===== src/rtl/flappy_pkg.sv =====
// Shared constants and types for the flappy playfield blocks.
// Optional feature macro used by pipe_scroller: PIPE_SPEEDUP_EN.
package flappy_pkg;

  localparam int COLS_DEF     = 16;
  localparam int ROWS_DEF     = 8;
  localparam int BIRD_COL_DEF = 4;

  typedef logic [ROWS_DEF-1:0] column_t;

  // Fibonacci taps at bits 7, 5, 4 and 3.
  localparam logic [7:0] LFSR_TAPS = 8'hB8;

  // Ticks per shift after reset, and how many spawns pass between speedups.
  localparam int SPEED_PERIOD_INIT = 4;
  localparam int SPEEDUP_INTERVAL  = 8;

endpackage


===== src/rtl/pipe_scroller_if.sv =====
// Handshake and display bundle between the game timer/control and pipe_scroller.
interface pipe_scroller_if
  import flappy_pkg::*;
#(
  parameter int COLS = COLS_DEF,
  parameter int ROWS = ROWS_DEF
);
  logic                      tick;
  logic                      lose;
  logic [COLS-1:0][ROWS-1:0] grid;
  logic [ROWS-1:0]           green_position;
  logic                      spawn;
  logic                      frozen;

  modport master (
    output tick, lose,
    input  grid, green_position, spawn, frozen
  );

  modport slave (
    input  tick, lose,
    output grid, green_position, spawn, frozen
  );
endinterface


===== src/rtl/pipe_lfsr.sv =====
// 8-bit Fibonacci LFSR that steps only when asked; feeds pipe gap placement.
module pipe_lfsr
  import flappy_pkg::*;
#(
  parameter logic [7:0] SEED = 8'hA5
) (
  input  logic       clk,
  input  logic       reset,
  input  logic       advance,
  output logic [7:0] value
);

  logic [7:0] value_q;
  logic [7:0] value_d;

  // Next value: shift left, feed back the parity of the tapped bits.
  always_comb begin
    value_d = value_q;
    if (advance) begin
      value_d = {value_q[6:0], ^(value_q & LFSR_TAPS)};
    end
  end

  // State register.
  // NOTE: sequential state uses non-blocking assignments so every flop samples pre-edge values.
  always_ff @(posedge clk or posedge reset) begin
    if (reset) value_q <= SEED;
    else       value_q <= value_d;
  end

  assign value = value_q;

endmodule


===== src/rtl/pipe_scroller.sv =====
// Scrolling pipe field for the 16x8 LED playfield.
// Optional tick divider with progressive speedup: define PIPE_SPEEDUP_EN.
module pipe_scroller
  import flappy_pkg::*;
#(
  parameter int         COLS     = COLS_DEF,
  parameter int         ROWS     = ROWS_DEF,
  parameter int         BIRD_COL = BIRD_COL_DEF,
  parameter int         SPACING  = 4,
  parameter int         GAP      = 3,
  parameter logic [7:0] SEED     = 8'hA5
) (
  input  logic            clk,
  input  logic            reset,
  pipe_scroller_if.slave  bus
);

  localparam int RW = $clog2(ROWS);
  localparam int CW = $clog2(SPACING);
  localparam logic [RW-1:0] GAP_LIMIT = RW'(ROWS - GAP);

  logic [COLS-1:0][ROWS-1:0] grid_q, grid_d;
  logic [CW-1:0]             cnt_q, cnt_d;
  logic                      spawn_q, spawn_d;
  logic                      frozen_q, frozen_d;

  logic [7:0]      lfsr_value;
  logic            lfsr_advance;
  logic            tick_ok;
  logic            shift;
  logic            spawning;
  logic [RW-1:0]   gap_raw;
  logic [RW-1:0]   gap_row;
  logic [ROWS-1:0] pipe_col;
  logic            unused_lfsr_bits;

  pipe_lfsr #(.SEED(SEED)) u_lfsr (
    .clk     (clk),
    .reset   (reset),
    .advance (lfsr_advance),
    .value   (lfsr_value)
  );

  assign unused_lfsr_bits = ^lfsr_value[7:RW];

  // A tick counts only while running; lose on the same edge wins over the tick.
  assign tick_ok  = bus.tick & ~bus.lose & ~frozen_q;
  assign spawning = shift & (cnt_q == '0);

`ifdef PIPE_SPEEDUP_EN
  localparam int SW = $clog2(SPEEDUP_INTERVAL);

  logic [2:0]    period_q, period_d;
  logic [2:0]    div_q, div_d;
  logic [SW-1:0] nspawn_q, nspawn_d;

  // Divider: shift on the period-th accepted tick; shorten period every SPEEDUP_INTERVAL spawns.
  always_comb begin
    // NOTE: every output gets a default first, so no path leaves a value unassigned (no latch).
    period_d = period_q;
    div_d    = div_q;
    nspawn_d = nspawn_q;
    shift    = 1'b0;
    if (tick_ok) begin
      if (div_q == period_q - 3'd1) begin
        shift = 1'b1;
        div_d = '0;
      end else begin
        div_d = div_q + 3'd1;
      end
    end
    if (spawning) begin
      nspawn_d = nspawn_q + 1'b1;
      if (nspawn_q == SW'(SPEEDUP_INTERVAL - 1) && period_q > 3'd1) begin
        period_d = period_q - 3'd1;
        div_d    = '0;
      end
    end
  end

  // Divider state registers.
  always_ff @(posedge clk or posedge reset) begin
    if (reset) begin
      period_q <= 3'(SPEED_PERIOD_INIT);
      div_q    <= '0;
      nspawn_q <= '0;
    end else begin
      period_q <= period_d;
      div_q    <= div_d;
      nspawn_q <= nspawn_d;
    end
  end
`else
  // Without the divider every accepted tick shifts.
  assign shift = tick_ok;
`endif

  // Pipe column: solid except for GAP open rows starting at a folded LFSR-derived row.
  always_comb begin
    gap_raw  = lfsr_value[RW-1:0];
    gap_row  = (gap_raw <= GAP_LIMIT) ? gap_raw : gap_raw - GAP_LIMIT;
    pipe_col = '1;
    for (int i = 0; i < ROWS; i++) begin
      if (i >= int'(gap_row) && i < int'(gap_row) + GAP) pipe_col[i] = 1'b0;
    end
  end

  // Shift, spawn counter and freeze latch next-state.
  always_comb begin
    grid_d       = grid_q;
    cnt_d        = cnt_q;
    spawn_d      = 1'b0;
    lfsr_advance = 1'b0;
    frozen_d     = frozen_q | bus.lose;
    if (shift) begin
      for (int c = 0; c < COLS - 1; c++) grid_d[c] = grid_q[c+1];
      if (spawning) begin
        grid_d[COLS-1] = pipe_col;
        cnt_d          = CW'(SPACING - 1);
        lfsr_advance   = 1'b1;
        spawn_d        = 1'b1;
      end else begin
        grid_d[COLS-1] = '0;
        cnt_d          = cnt_q - 1'b1;
      end
    end
  end

  // Field state registers.
  always_ff @(posedge clk or posedge reset) begin
    if (reset) begin
      grid_q   <= '0;
      cnt_q    <= '0;
      spawn_q  <= 1'b0;
      frozen_q <= 1'b0;
    end else begin
      grid_q   <= grid_d;
      cnt_q    <= cnt_d;
      spawn_q  <= spawn_d;
      frozen_q <= frozen_d;
    end
  end

  assign bus.grid           = grid_q;
  assign bus.green_position = grid_q[BIRD_COL];
  assign bus.spawn          = spawn_q;
  assign bus.frozen         = frozen_q;

endmodule


===== src/flat_wrapper.sv =====
// flat-port wrapper written by rule: the top's interface ports become plain ports
module pipe_scroller_flat import flappy_pkg::*;
#(
  parameter int         COLS     = COLS_DEF,
  parameter int         ROWS     = ROWS_DEF,
  parameter int         BIRD_COL = BIRD_COL_DEF,
  parameter int         SPACING  = 4,
  parameter int         GAP      = 3,
  parameter logic [7:0] SEED     = 8'hA5
)
  (clk, reset, bus_tick, bus_lose, bus_grid, bus_green_position, bus_spawn, bus_frozen);
  pipe_scroller_if #(.COLS(COLS), .ROWS(ROWS)) bus_i ();
  input  logic clk;
  input  logic reset;
  input wire logic [$bits(bus_i.tick)-1:0] bus_tick;
  input wire logic [$bits(bus_i.lose)-1:0] bus_lose;
  output wire logic [$bits(bus_i.grid)-1:0] bus_grid;
  output wire logic [$bits(bus_i.green_position)-1:0] bus_green_position;
  output wire logic [$bits(bus_i.spawn)-1:0] bus_spawn;
  output wire logic [$bits(bus_i.frozen)-1:0] bus_frozen;
  assign bus_i.tick = bus_tick;
  assign bus_i.lose = bus_lose;
  assign bus_grid = bus_i.grid;
  assign bus_green_position = bus_i.green_position;
  assign bus_spawn = bus_i.spawn;
  assign bus_frozen = bus_i.frozen;
  pipe_scroller #(.COLS(COLS), .ROWS(ROWS), .BIRD_COL(BIRD_COL), .SPACING(SPACING), .GAP(GAP), .SEED(SEED)) u_core (.clk(clk), .reset(reset), .bus(bus_i));
endmodule

===== config.mk =====
export PLATFORM = sky130hd
export DESIGN_NAME = pipe_scroller_flat
export DESIGN_NICKNAME = d
export VERILOG_FILES = /design/src/rtl/flappy_pkg.sv /design/src/rtl/pipe_scroller_if.sv /design/src/rtl/pipe_lfsr.sv /design/src/rtl/pipe_scroller.sv /design/src/flat_wrapper.sv
export SDC_FILE = /design/constraint.sdc
export NUM_CORES = 1
export LEC_CHECK = 0
export ABC_AREA = 1
export BUFFER_PORTS_ARGS = -buffer_cell sky130_fd_sc_hd__buf_2
export CAP_MARGIN = 40
export CORE_MARGIN = 2
export CORE_UTILIZATION = 55
export CTS_BUF_LIST = sky130_fd_sc_hd__clkbuf_16
export DETAILED_ROUTE_END_ITERATION = 12
export HOLD_SLACK_MARGIN = 0.02
export PLACE_DENSITY = 0.82
export SLEW_MARGIN = 20
export SYNTH_ARGS = -nofsm -noshare
export SYNTH_HDL_FRONTEND = slang
export SYNTH_SLANG_ARGS = --single-unit

===== constraint.sdc =====
create_clock -name clk -period 11.4 [get_ports clk]
set_input_delay 3.42 -clock clk [delete_from_list [all_inputs] [get_ports clk]]
set_output_delay 3.42 -clock clk [all_outputs]
set_load 0.02 [all_outputs]

# Word level (Yosys, flattened, before mapping)

Cells that the tools add are included.

$add $sub $neg: 3
$lt $le $gt $ge: 16
Mux-type cells: 13
Bitwise operators: 6
Reductions and logical operators: 9

Operators by type and width:

| kind                | number |
|---|---|
| $lt 4x32->1 const A | 4 |
| $lt 3x32->1 const A | 2 |
| $lt 1x32->1 const A | 1 |
| $lt 2x32->1 const A | 1 |
| $mux 1              | 10 |
| $ge 3x3->1 const A  | 3 |
| $mux 8              | 1 |
| $reduce_xor 8->1    | 1 |
| $logic_and 1x1->1   | 7 |
| $ge 1x3->1 const A  | 2 |
| $ge 2x3->1 const A  | 2 |
| $add 3x2->4 const B | 1 |
| $and 1x1->1         | 3 |
| $le 3x3->1 const B  | 1 |
| $mux 3              | 1 |
| $sub 3x3->3 const B | 1 |
| $logic_not 2->1     | 1 |
| $mux 2              | 1 |
| $not 1->1           | 2 |
| $sub 2x1->2 const B | 1 |
| $or 1x1->1          | 1 |

Flip-flop bits (word level): 140
Input port bits: 4
Output and inout bits: 138
Logic and storage cells: 67

# Logic depth before layout (Yosys ltp)

Gate-level depths: netlist (run 1).

Depth in word-level cells: 7
Gate-level depth with buffers: 10
Gate-level depth less buffers: 10

# Cells and area by module

From an unflattened synthesis (run 1), not the netlist that was laid out.

Cells, all modules: 599
Area total of the unflattened synthesis: 5580.4 um^2

Modules (own cells, without submodules):

| module        | instances | cells each | area an instance (um^2) | sequential area each (um^2) |
|---|---|---|---|---|
| pipe_scroller | 1         | 553        | 5216.3                  | 3303.2 |
| pipe_lfsr     | 1         | 46         | 364.1                   | 205.2 |

# Least setup slack after synthesis (run 1)

Ideal clock, no wire load.

Path type: input-to-reg
From: in bus_lose
To: reg u_core.grid_q, in the netlist u_core.bus.grid[101]
Library setup time: 0.130 ns
Arrival: 4.056 ns
Data required time: 11.270 ns
Path slack: 7.214 ns
Stages: 6
Buffers on the path: 2
Cell sequence: nor2_4 -> nand2_2 -> buf_2 -> buf_2 -> nand2_1 -> o21ai_0

Word-level cells in the longest chain between the ends: 3

RTL lines:

| element                  | RTL line             | text |
|---|---|---|
| from (decl)              | flat_wrapper.sv:16   | `input wire logic [$bits(bus_i.lose)-1:0] bus_lose;` |
| $not 1->1                | pipe_scroller.sv:47  | `assign tick_ok = bus.tick & ~bus.lose & ~frozen_q;` |
| $and 1x1->1 (2 in a row) | pipe_scroller.sv:47  |  |
| to (signal assigned)     | pipe_scroller.sv:137 | `grid_q <= grid_d;` |
| to (decl)                | pipe_scroller.sv:22  | `logic [COLS-1:0][ROWS-1:0] grid_q, grid_d;` |

No other way between the ends.
A chain may end at the register's enable or synchronous reset.

# Worst setup path in the final report (run 1)

From: in bus_lose
To: reg u_core.cnt_q[0]

Word-level cells in the longest chain between the ends: 5

RTL lines:

| element                      | RTL line             | text |
|---|---|---|
| $not 1->1 (*)                | pipe_scroller.sv:47  |  |
| $and 1x1->1 (*) (2 in a row) | pipe_scroller.sv:47  |  |
| $and 1x1->1                  | pipe_scroller.sv:48  | `assign spawning = shift & (cnt_q == '0);` |
| $mux 2                       | pipe_scroller.sv:117 | `if (spawning) begin` |
| to (signal assigned)         | pipe_scroller.sv:138 | `cnt_q <= cnt_d;` |
| to (decl)                    | pipe_scroller.sv:23  | `logic [CW-1:0] cnt_q, cnt_d;` |

Mark *: on every way between the ends. The rest lies on a longest branch, timed or not.

==> qor.yml, run 1 <==
setup_viol: 0
cts-root-buf: "clkbuf_16"
drc_errors: 0
path_class: "input pin to flop"
p_int_uw: 909
crit_chain: "buf_2 > nor2_4 > nand2_4 > clkinv_2 > buf_4 > o21ai_0 > o21ai_0"
drive_gt1_share_pct: 24.5
initial_utilization_pct: 56.4
required_ns: 11.72
ys_seq_area_share_pct: 63.6
tns_ns: 0
core_region_area_mm2: 0.00977
post-route-min-period_ns: 5.18
rsz0062_at_grt: "false"
hold_class: "flop to flop"
grt_max_degree: 80
ir_drop_mv: 0.100
cts_hold_buf: 0
cp_max_fo: 72
reg2reg_depth: 6
path_buf_inv: 3
grt_overflow: 0
io_buffer_count: 141
cts_setup_buffers: 0
total_power_mw: 1.19
status: "complete, no violations"
critPathTopFamily: "buffers and inverters"
synth_area_leader_cell: "dfrtp_1"
drt-wirelength-per-cell_um: 14.1
crit_slowest_cell: "buf_4"
synth_top_area_share_pct: 61.7
gp_congestion: 0.792
netlist_top_cells_area: "dfrtp_1 (62%), nand2_1 (21%), o21ai_0 (5.4%), inv_1 (2.7%), buf_4 (2.2%)"
area_growth_pct: 23.8
ant_nets: 0
drt-total-wl_um: 12500
synth_seq_cells: 140
avgViaCountPerCell: 4.98
die-area_mm2: 0.0108
synth.net_count: 619
leakage_nw: 4.01
path_common_cell: "o21ai_0"
worstMarginPinSlew_ns: 0.732
reg2reg_to: "u_core.cnt_q[0]"
die_h_um: 104
antenna_cells: 0
clock_sinks: 140
cp-start-kind: "input pin"
nNetsFinal: 747
hold_viol_final: 0
syn_inst: 610
fin_crit_sh_pct: 45.4
arrival_ns: 5.49
cp-end-kind: "flop"
syn-cell-area_mm2: 0.00551
min-delay-start: "u_core.bus.grid[1]"
clk_pin_slew_ns: 0.06
grt_use_total_pct: 24.3
slew_headroom_pct: 51.2
clock_power_share_pct: 47.1
cts_buffers: 17
htree_num_levels: 4
io_pins: 142
regToRegSetupSlack_ns: 8.96
cts-resized-gates: 0
layout_commonest_cell: "nand2_1"
p_sw_uw: 281
final_cell_mix: "nand2_1 (314), buf_2 (141), dfrtp_1 (136)"
cpPeakStageDelay_ns: 0.64
maxCapViolCount: 0
combPwrFrac_pct: 7.6
row_count: 36
drt_iter0_drc: 241
clk_latency_ns: 0.41
power_density_mw_per_mm2: 174
clk_path_buf_depth: 2
grt_pass1_vias: 4201
dr_total_vias: 4406
dr.pass1.iters: 5
r2r-start: "u_core.bus.frozen"
antenna_found_initial: 0
avgSynthCellArea_um2: 9.04
grt_pass1_wl_um: 20700
crit_start: "bus_lose"
synth_cell_types: 19
skew_ns: 0.0103
hpwl_um: 8050
fp.dieW_um: 104
power.share.sequential_pct: 45.3
min_to: "u_core.bus.grid[1]"
cts_tree: "built"
synth_warnings: 0
timing.fmax_mhz: 193
maxSlewViolCount: 0
switching_share_pct: 23.6
hold_depth: 2
## kinds of logic (layout without fill, tap and decap cells)
family,after synthesis,after routing,synth area share [%]
AND/OR/NAND/NOR,324,324,22.5
flip-flops,140,140,63.6
buffers and inverters,78,219,6.94
AO/OA/AOI/OAI,62,62,5.67
adder cells (fa/ha/maj),5,5,1.13
XOR/XNOR,1,1,0.159
## stage by stage
stage | worst slack, ns | area (um^2) | hold slack, ns | utilization (%) | std cells
after floorplan | 4.23 | 5510 | 0.453 | - | 610
after CTS | 6.23 | 6830 | 0.476 | 69.9 | 884
final | 6.22 | 6830 | 0.476 | 69.9 | 884
after global placement | 5.84 | 6190 | 0.456 | 63.4 | 851
after global routing | 6.00 | 6830 | 0.507 | 69.9 | 884
after detailed placement | 5.79 | 6220 | 0.461 | 63.7 | 852
## registers in the layout, summed over array words and instances, names as in the netlist
| name | cells |
|---|---|
| u_core.u_lfsr.value | 8 |
| u_core.cnt_q | 2 |
| u_core.bus.spawn | 1 |
| u_core.bus.grid | 120 |
| u_core.bus.frozen | 1 |
| u_core.bus.green_position | 8 |
## power by group through the flow
stage | Sequential, mW | Combinational (mW) | Clock [mW]
2_1_floorplan | 0.571 | 0.0288 | 0
3_3_place_gp | 0.546 | 0.0875 | 0
4_1_cts | 0.538 | 0.0921 | 0.568
5_1_grt | 0.541 | 0.100 | 0.593
6_report | 0.539 | 0.0904 | 0.561
3_5_place_dp | 0.546 | 0.0910 | 0
## cell usage after synthesis
library cell and number:
buf_2 12, buf_4 16, buf_6 2, clkbuf_1 6, clkinv_1 1, dfrtp_1 136
dfstp_2 4, ha_1 5, inv_1 40, inv_2 1, nand2_1 314, nand2_2 1
nand3_1 5, nand3_2 1, nor2_1 2, nor2_4 1, o21ai_0 60, o22ai_1 2
xnor2_1 1
## worst max-delay path by stage
stage	to	slack, ns	depth (start not counted)
2_1_floorplan	u_core.bus.frozen	4.23	1
3_3_place_gp	u_core.cnt_q[0]	5.84	7
3_5_place_dp	u_core.cnt_q[0]	5.79	7
4_1_cts	u_core.bus.grid[121]	6.23	6
5_1_grt	u_core.cnt_q[0]	6.00	7
6_report	u_core.cnt_q[0]	6.22	7
## cell type report
cell class / count / area (um^2)
Tap cell: 133 / 166
Clock buffer: 17 / 425
Timing Repair Buffer: 145 / 756
Clock inverter: 15 / 180
Inverter: 42 / 164
Multi-Input combinational cell: 392 / 1630
Fill cell: 759 / 2950
Sequential cell: 140 / 3510
## per-layer routing
metal / part of all wire [%] / track usage, % / vias up
met5: 0 / 0 / -
met4: 0.64 / 7.05 / 0
met3: 6.5 / 8.46 / 7
met2: 49 / 39.6 / 154
met1: 44 / 31.2 / 2140
li1: - / - / 2105
## tightest hold or removal path, stage by stage (launching register included)
cell,delay [ns]
dfrtp_1,0.34
nand2_1,0.06
nand2_1,0.05
No activity file was read; power rests on OpenSTA's default activity.
==> run 2, diff against run 1 <==
- CORE_UTILIZATION: 55 -> 53
- PLACE_DENSITY: 0.82 -> 0.8
- clock period: 11.4 -> 4.9 ns (I/O delays scaled with it)
==> qor.yml, run 2 (same netlist as run 1, synthesis figures left out) <==
cp_max_fo: 103  # +43%
dr_total_vias: 4360  # -1.0%
drt-total-wl_um: 12000  # -3.8%
cts-root-buf: "clkbuf_16"
grt_pass1_wl_um: 19800  # -4.5%
design_area_mm2: 0.00689  # +0.92%
required_ns: 5.18  # -6.54 ns
layout_commonest_cell: "nand2_1"
avgViaCountPerCell: 4.92  # -1.4%
clock_power_share_pct: 48.8  # +1.7 points
die_h_um: 106  # +1.8%
clk_path_buf_depth: 2  # unchanged
crit_chain: "buf_2 > nor2_4 > nand2_4 > clkinv_2 > buf_12 > nand2_1 > o21ai_0"
combPwrFrac_pct: 7.3  # -0.3 points
clk_latency_ns: 0.42  # about the same
final_cell_mix: "nand2_1 (314), buf_2 (141), dfrtp_1 (136)"
antenna_cells: 0  # unchanged
io_pins: 142  # unchanged
drive_gt1_share_pct: 24.6  # +0.13 points
slew_headroom_pct: 57.3  # +6.1 points
path_class: "input pin to flop"
dpl_cell_area_mm2: 0.00624  # +0.32%
grt_max_degree: 104  # +30%
power.share.sequential_pct: 43.9  # -1.4 points
cp-start-kind: "input pin"
arrival_ns: 3.09  # -2.40 ns
grt_pass1_vias: 4041  # -3.8%
grt_use_total_pct: 22.6  # -1.7 points
setup_viol: 0  # unchanged
cts_tree: "built"
tns_ns: 0  # unchanged
row_count: 37  # +2.8%
cts_buffers: 17  # unchanged
cpPeakStageDelay_ns: 0.45  # -0.19 ns
grt_overflow: 0  # unchanged
dr.pass1.iters: 5  # unchanged
hpwl_um: 7970  # -1.0%
fp.dieW_um: 106  # +1.8%
maxSlewViolCount: 0  # unchanged
leakage_nw: 4.03  # +0.43%
antenna_found_initial: 0  # unchanged
p_sw_uw: 674  # +140%
cts-resized-gates: 0  # unchanged
drt-wirelength-per-cell_um: 13.5  # -4.1%
cts_hold_buf: 0  # unchanged
timing.fmax_mhz: 355
cts_setup_buffers: 0  # unchanged
core_region_area_mm2: 0.0102  # +4.7%
rsz0062_at_grt: "false"
maxCapViolCount: 0  # unchanged
switching_share_pct: 23.6  # +0.052 points
path_buf_inv: 3  # unchanged
io_buffer_count: 141  # unchanged
gp_congestion: 0.834  # +5.3%
clk_pin_slew_ns: 0.06  # about the same
htree_num_levels: 4  # unchanged
hold_viol_final: 0  # unchanged
ir_drop_mv: 0.237  # +140%
largest_register_ffs: 120  # unchanged
fin_crit_sh_pct: 57.4
critPathTopFamily: "buffers and inverters"
die-area_mm2: 0.0112  # +3.6%
fillers: 838  # +10%
post-route-min-period_ns: 2.81
worstMarginPinSlew_ns: 0.640  # -0.0914 ns
drt_iter0_drc: 308  # +28%
nNetsFinal: 747  # unchanged
skew_ns: 0.00647  # -0.00380 ns
status: "complete, no violations"
drc_errors: 0  # unchanged
cp-end-kind: "flop"
hold_class: "flop to flop"
p_int_mw: 2.18  # +140%
crit_slowest_cell: "nand2_4"
ant_nets: 0  # unchanged
area_growth_pct: 25.0
clock_sinks: 140  # unchanged
power_density_mw_per_mm2: 414  # +140%
initial_utilization_pct: 53.9  # -2.5 points
## run 2: stage by stage
stage	setup slack, ns	total power [mW]	instances	hold WS (ns)	utilization [%]
2_1_floorplan	1.68	1.40	610	0.453	-
3_3_place_gp	1.67	1.47	854	0.456	60.8
3_5_place_dp	1.64	1.48	855	0.461	61.0
4_1_cts	2.08	2.88	887	0.477	67.3
5_1_grt	1.88	2.96	887	0.493	67.3
6_report	2.09	2.85	887	0.473	67.3
## run 2: power by group through the flow
stage / logic (mW) / registers [mW] / clock network (mW)
2_1_floorplan: 0.0672 / 1.33 / 0
3_3_place_gp: 0.203 / 1.27 / 0
3_5_place_dp: 0.212 / 1.27 / 0
4_1_cts: 0.213 / 1.25 / 1.41
5_1_grt: 0.231 / 1.26 / 1.47
6_report: 0.208 / 1.25 / 1.39
## run 2: worst paths after layout
check / slack [ns] / from / cells past startpoint / endpoint
max: 2.09 / bus_lose / 7 / u_core.bus.grid[107]
min: 0.47 / u_core.bus.grid[0] / 2 / u_core.bus.grid[0]
max reg2reg: 2.83 / u_core.bus.frozen / 6 / u_core.bus.grid[107]
min reg2reg: 0.47 / u_core.bus.grid[0] / 2 / u_core.bus.grid[0]
max in group asynchronous: 3.18 / reset / 3 / u_core.bus.grid[58]
min in group asynchronous: 0.98 / reset / 2 / u_core.cnt_q[1]
## run 2: worst register-to-register path, cell delays in order, from the launching register on
cell and delay [ns]:
dfrtp_1 0.40, nor2_4 0.06, nand2_4 0.45, clkinv_2 0.45, buf_12 0.35, nand2_1 0.13, o21ai_0 0.09
## run 2: per-layer routing
metal / wire (um) / track usage, % / vias to the layer above
li1: - / - / 2122
met5: 0 / 0 / -
met2: 5810 / 35.3 / 159
met1: 5140 / 30.1 / 2067
met4: 132 / 7.99 / 0
met3: 903 / 7.11 / 12
## run 2: cell type report
type                       count  area [um^2]  area share, %
sequential                   140         3510           50.9
multi-input combinational    392         1630           23.6
timing repair buffer         145          773           11.2
clock buffer                  17          425           6.17
clock inverter                15          223           3.23
tap                          136          170           2.47
inverter                      42          163           2.36
==> run 3, diff against run 2 <==
- ABC_AREA: 1 -> 0
- CORE_UTILIZATION: 53 -> 52
- PLACE_DENSITY: 0.8 -> 0.79
- clock period: 4.9 -> 2.7 ns (I/O delays scaled with it)
==> qor.yml, run 3 <==
status: "complete, no violations"
dpl_cell_area_mm2: 0.00627  # +0.46%
final_cell_mix: "nand2_1 (386), buf_2 (141), dfrtp_1 (136)"
arrival_ns: 1.05  # -2.04 ns
nNetsFinal: 750  # +0.40%
cts_tree: "built"
hpwl_um: 8460  # +6.2%
drive_gt1_share_pct: 24.7  # +0.035 points
grt_max_degree: 101  # -2.9%
synthSimpleGateAreaFrac_pct: 27.5  # +5.0 points
power.share.sequential_pct: 47.1  # +3.2 points
synth-edff-count: 0  # unchanged
combPwrFrac_pct: 2.2  # -5.1 points
die-area_mm2: 0.0114  # +1.1%
dr.pass1.iters: 4  # -1
p_sw_uw: 937  # +39%
path_buf_inv: 1  # -2
netlist_top_cells_area: "dfrtp_1 (62%), nand2_1 (27%), dfstp_2 (1.9%), buf_2 (1.7%), buf_4 (1.2%)"
avgViaCountPerCell: 4.96  # +0.97%
slew_headroom_pct: 69.7  # +12 points
fin_crit_sh_pct: 69.0
rsz0062_at_grt: "false"
yosys-top-cells-count: "nand2_1 (387), dfrtp_1 (136), buf_2 (19)"
cts_setup_buffers: 0  # unchanged
leakage_nw: 4.27  # +6.0%
setup_viol: 0  # unchanged
io_buffer_count: 141  # unchanged
crit_chain: "buf_2"
cp-start-kind: "flop"
synth.net_count: 620  # +0.16%
cp_max_fo: 3  # -97%
hold_viol_final: 0  # unchanged
synth_top_family_by_area: "simple AND/OR/NAND/NOR gates"
grt_overflow: 0  # unchanged
layout_commonest_cell: "nand2_1"
design_area_mm2: 0.00685  # -0.53%
synth_area_leader_cell: "dfrtp_1"
io_pins: 142  # unchanged
drt-total-wl_um: 12700  # +5.9%
synth_cell_types: 22  # +3
synthXorXnorAreaFrac_pct: 0.801  # +0.64 points
clock_sinks: 140  # unchanged
ant_nets: 0  # unchanged
clk_latency_ns: 0.41  # about the same
power_density_mw_per_mm2: 658  # +59%
skew_ns: 0.00515  # -0.00132 ns
synth_warnings: 0  # unchanged
cp-end-kind: "primary output"
grt_use_total_pct: 23.6  # +0.98 points
post-route-min-period_ns: 1.86
synth_compound_area_share_pct: 2.17  # -3.5 points
ir_drop_mv: 0.383  # +62%
synth.area.mux_share_pct: 0  # unchanged
ys_seq_area_share_pct: 64.2  # +0.52 points
cts_buffers: 17  # unchanged
synth_seq_cells: 140  # unchanged
die_h_um: 107  # +0.52%
maxSlewViolCount: 0  # unchanged
antenna_cells: 0  # unchanged
switching_share_pct: 20.8  # -2.9 points
path_class: "flop to primary output"
drt-wirelength-per-cell_um: 14.3  # +5.5%
cpPeakStageDelay_ns: 0.42  # -0.03 ns
antenna_found_initial: 0  # unchanged
htree_num_levels: 4  # unchanged
initial_utilization_pct: 53.2  # -0.68 points
fp.dieW_um: 107  # +0.52%
async_reset_ff_share_pct: 100  # unchanged
required_ns: 1.89  # -3.29 ns
dr_total_vias: 4417  # +1.3%
grt_pass1_vias: 4175  # +3.3%
syn-cell-area_mm2: 0.00547  # -0.82%
hold_class: "flop to flop"
timing.fmax_mhz: 536
clk_pin_slew_ns: 0.06  # about the same
cts_hold_buf: 0  # unchanged
critPathTopFamily: "flip-flops"
ys.flop_type: "dfrtp_1"
reg2reg_depth: 6  # unchanged
syn_inst: 611  # +0.16%
drc_errors: 0  # unchanged
clock_power_share_pct: 50.7  # +1.9 points
gp_congestion: 0.795  # -4.6%
crit_slowest_cell: "dfrtp_1"
cts-root-buf: "clkbuf_16"
crit_cells: 1  # -6
grt_pass1_wl_um: 20700  # +4.5%
clk_path_buf_depth: 2  # unchanged
maxCapViolCount: 0  # unchanged
synthAdderAreaFrac_pct: 1.14  # +0.0093 points
area_growth_pct: 25.3
worstMarginPinSlew_ns: 0.452  # -0.189 ns
drt_iter0_drc: 348  # +13%
hold_depth: 2  # unchanged
largest_register_ffs: 120  # unchanged
p_int_mw: 3.57  # +64%
avgSynthCellArea_um2: 8.95  # -0.98%
synth_most_common_cell: "nand2_1"
synth_top_area_share_pct: 62.2  # +0.51 points
row_count: 37  # unchanged
tns_ns: 0  # unchanged
cts-resized-gates: 0  # unchanged
core_region_area_mm2: 0.0103  # +0.45%
## run 3: cell count changes after synthesis, sizes merged, moves of 3 or more
cell / delta
xnor2: +3
a21oi: +3
clkbuf: +4
inv: -33
nand3: -6
o21ai: -49
nand2: +72
## run 3: cell families (layout without fill, tap and decap cells)
family | Yosys count | in the layout
and+or+nand+nor | 395 | 395
DFF | 140 | 140
buffers and inverters | 46 | 189
AOI/OAI and AO/OA | 20 | 20
adders and majority gates | 5 | 5
xor gates and xnor gates | 5 | 5
## run 3: final cells by class
| class | count | area, um^2 |
|---|---|---|
| Timing Repair Buffer | 149 | 816 |
| Fill cell | 829 | 3420 |
| Tap cell | 136 | 170 |
| Inverter | 8 | 33.8 |
| Clock buffer | 17 | 425 |
| Multi-Input combinational cell | 425 | 1740 |
| Sequential cell | 140 | 3510 |
| Clock inverter | 15 | 158 |
## run 3: final timing paths
kind	startpoint	endpoint	slack, ns
worst min register to register	u_core.bus.grid[0]	u_core.bus.grid[0]	0.47
worst max register to register	u_core.u_lfsr.value[2]	u_core.bus.grid[125]	0.90
worst max-delay path	u_core.bus.grid[61]	bus_grid[61]	0.84
max in group asynchronous	reset	u_core.u_lfsr.value[5]	1.80
worst min-delay path	u_core.bus.grid[0]	u_core.bus.grid[0]	0.47
min in group asynchronous	reset	u_core.bus.grid[67]	0.52
## run 3: routing by layer
layer	global-route usage [%]	vias to the layer above	share of wire (%)
li1	-	2112	-
met5	0	-	0
met3	6.87	28	6.2
met1	32.1	2130	44
met2	36.2	147	48
met4	8.81	0	2.3
## run 3: stage by stage
stage	instances	power [mW]	setup WS (ns)	utilization (%)	hold WS (ns)
after floorplan	611	2.22	0.144	-	0.440
after global placement	858	2.26	0.678	61.0	0.452
after detailed placement	858	2.26	0.647	61.0	0.459
after CTS	890	4.55	0.814	66.7	0.473
after global routing	890	4.66	0.773	66.7	0.508
final	890	4.51	0.836	66.7	0.469
## run 3: power by group through the flow
stage	Clock (mW)	Combinational, mW	Sequential [mW]
floorplan	0	0.0550	2.17
global route	2.42	0.112	2.13
detailed placement	0	0.100	2.16
global placement	0	0.0973	2.16
finish	2.29	0.0974	2.13
CTS	2.32	0.101	2.13
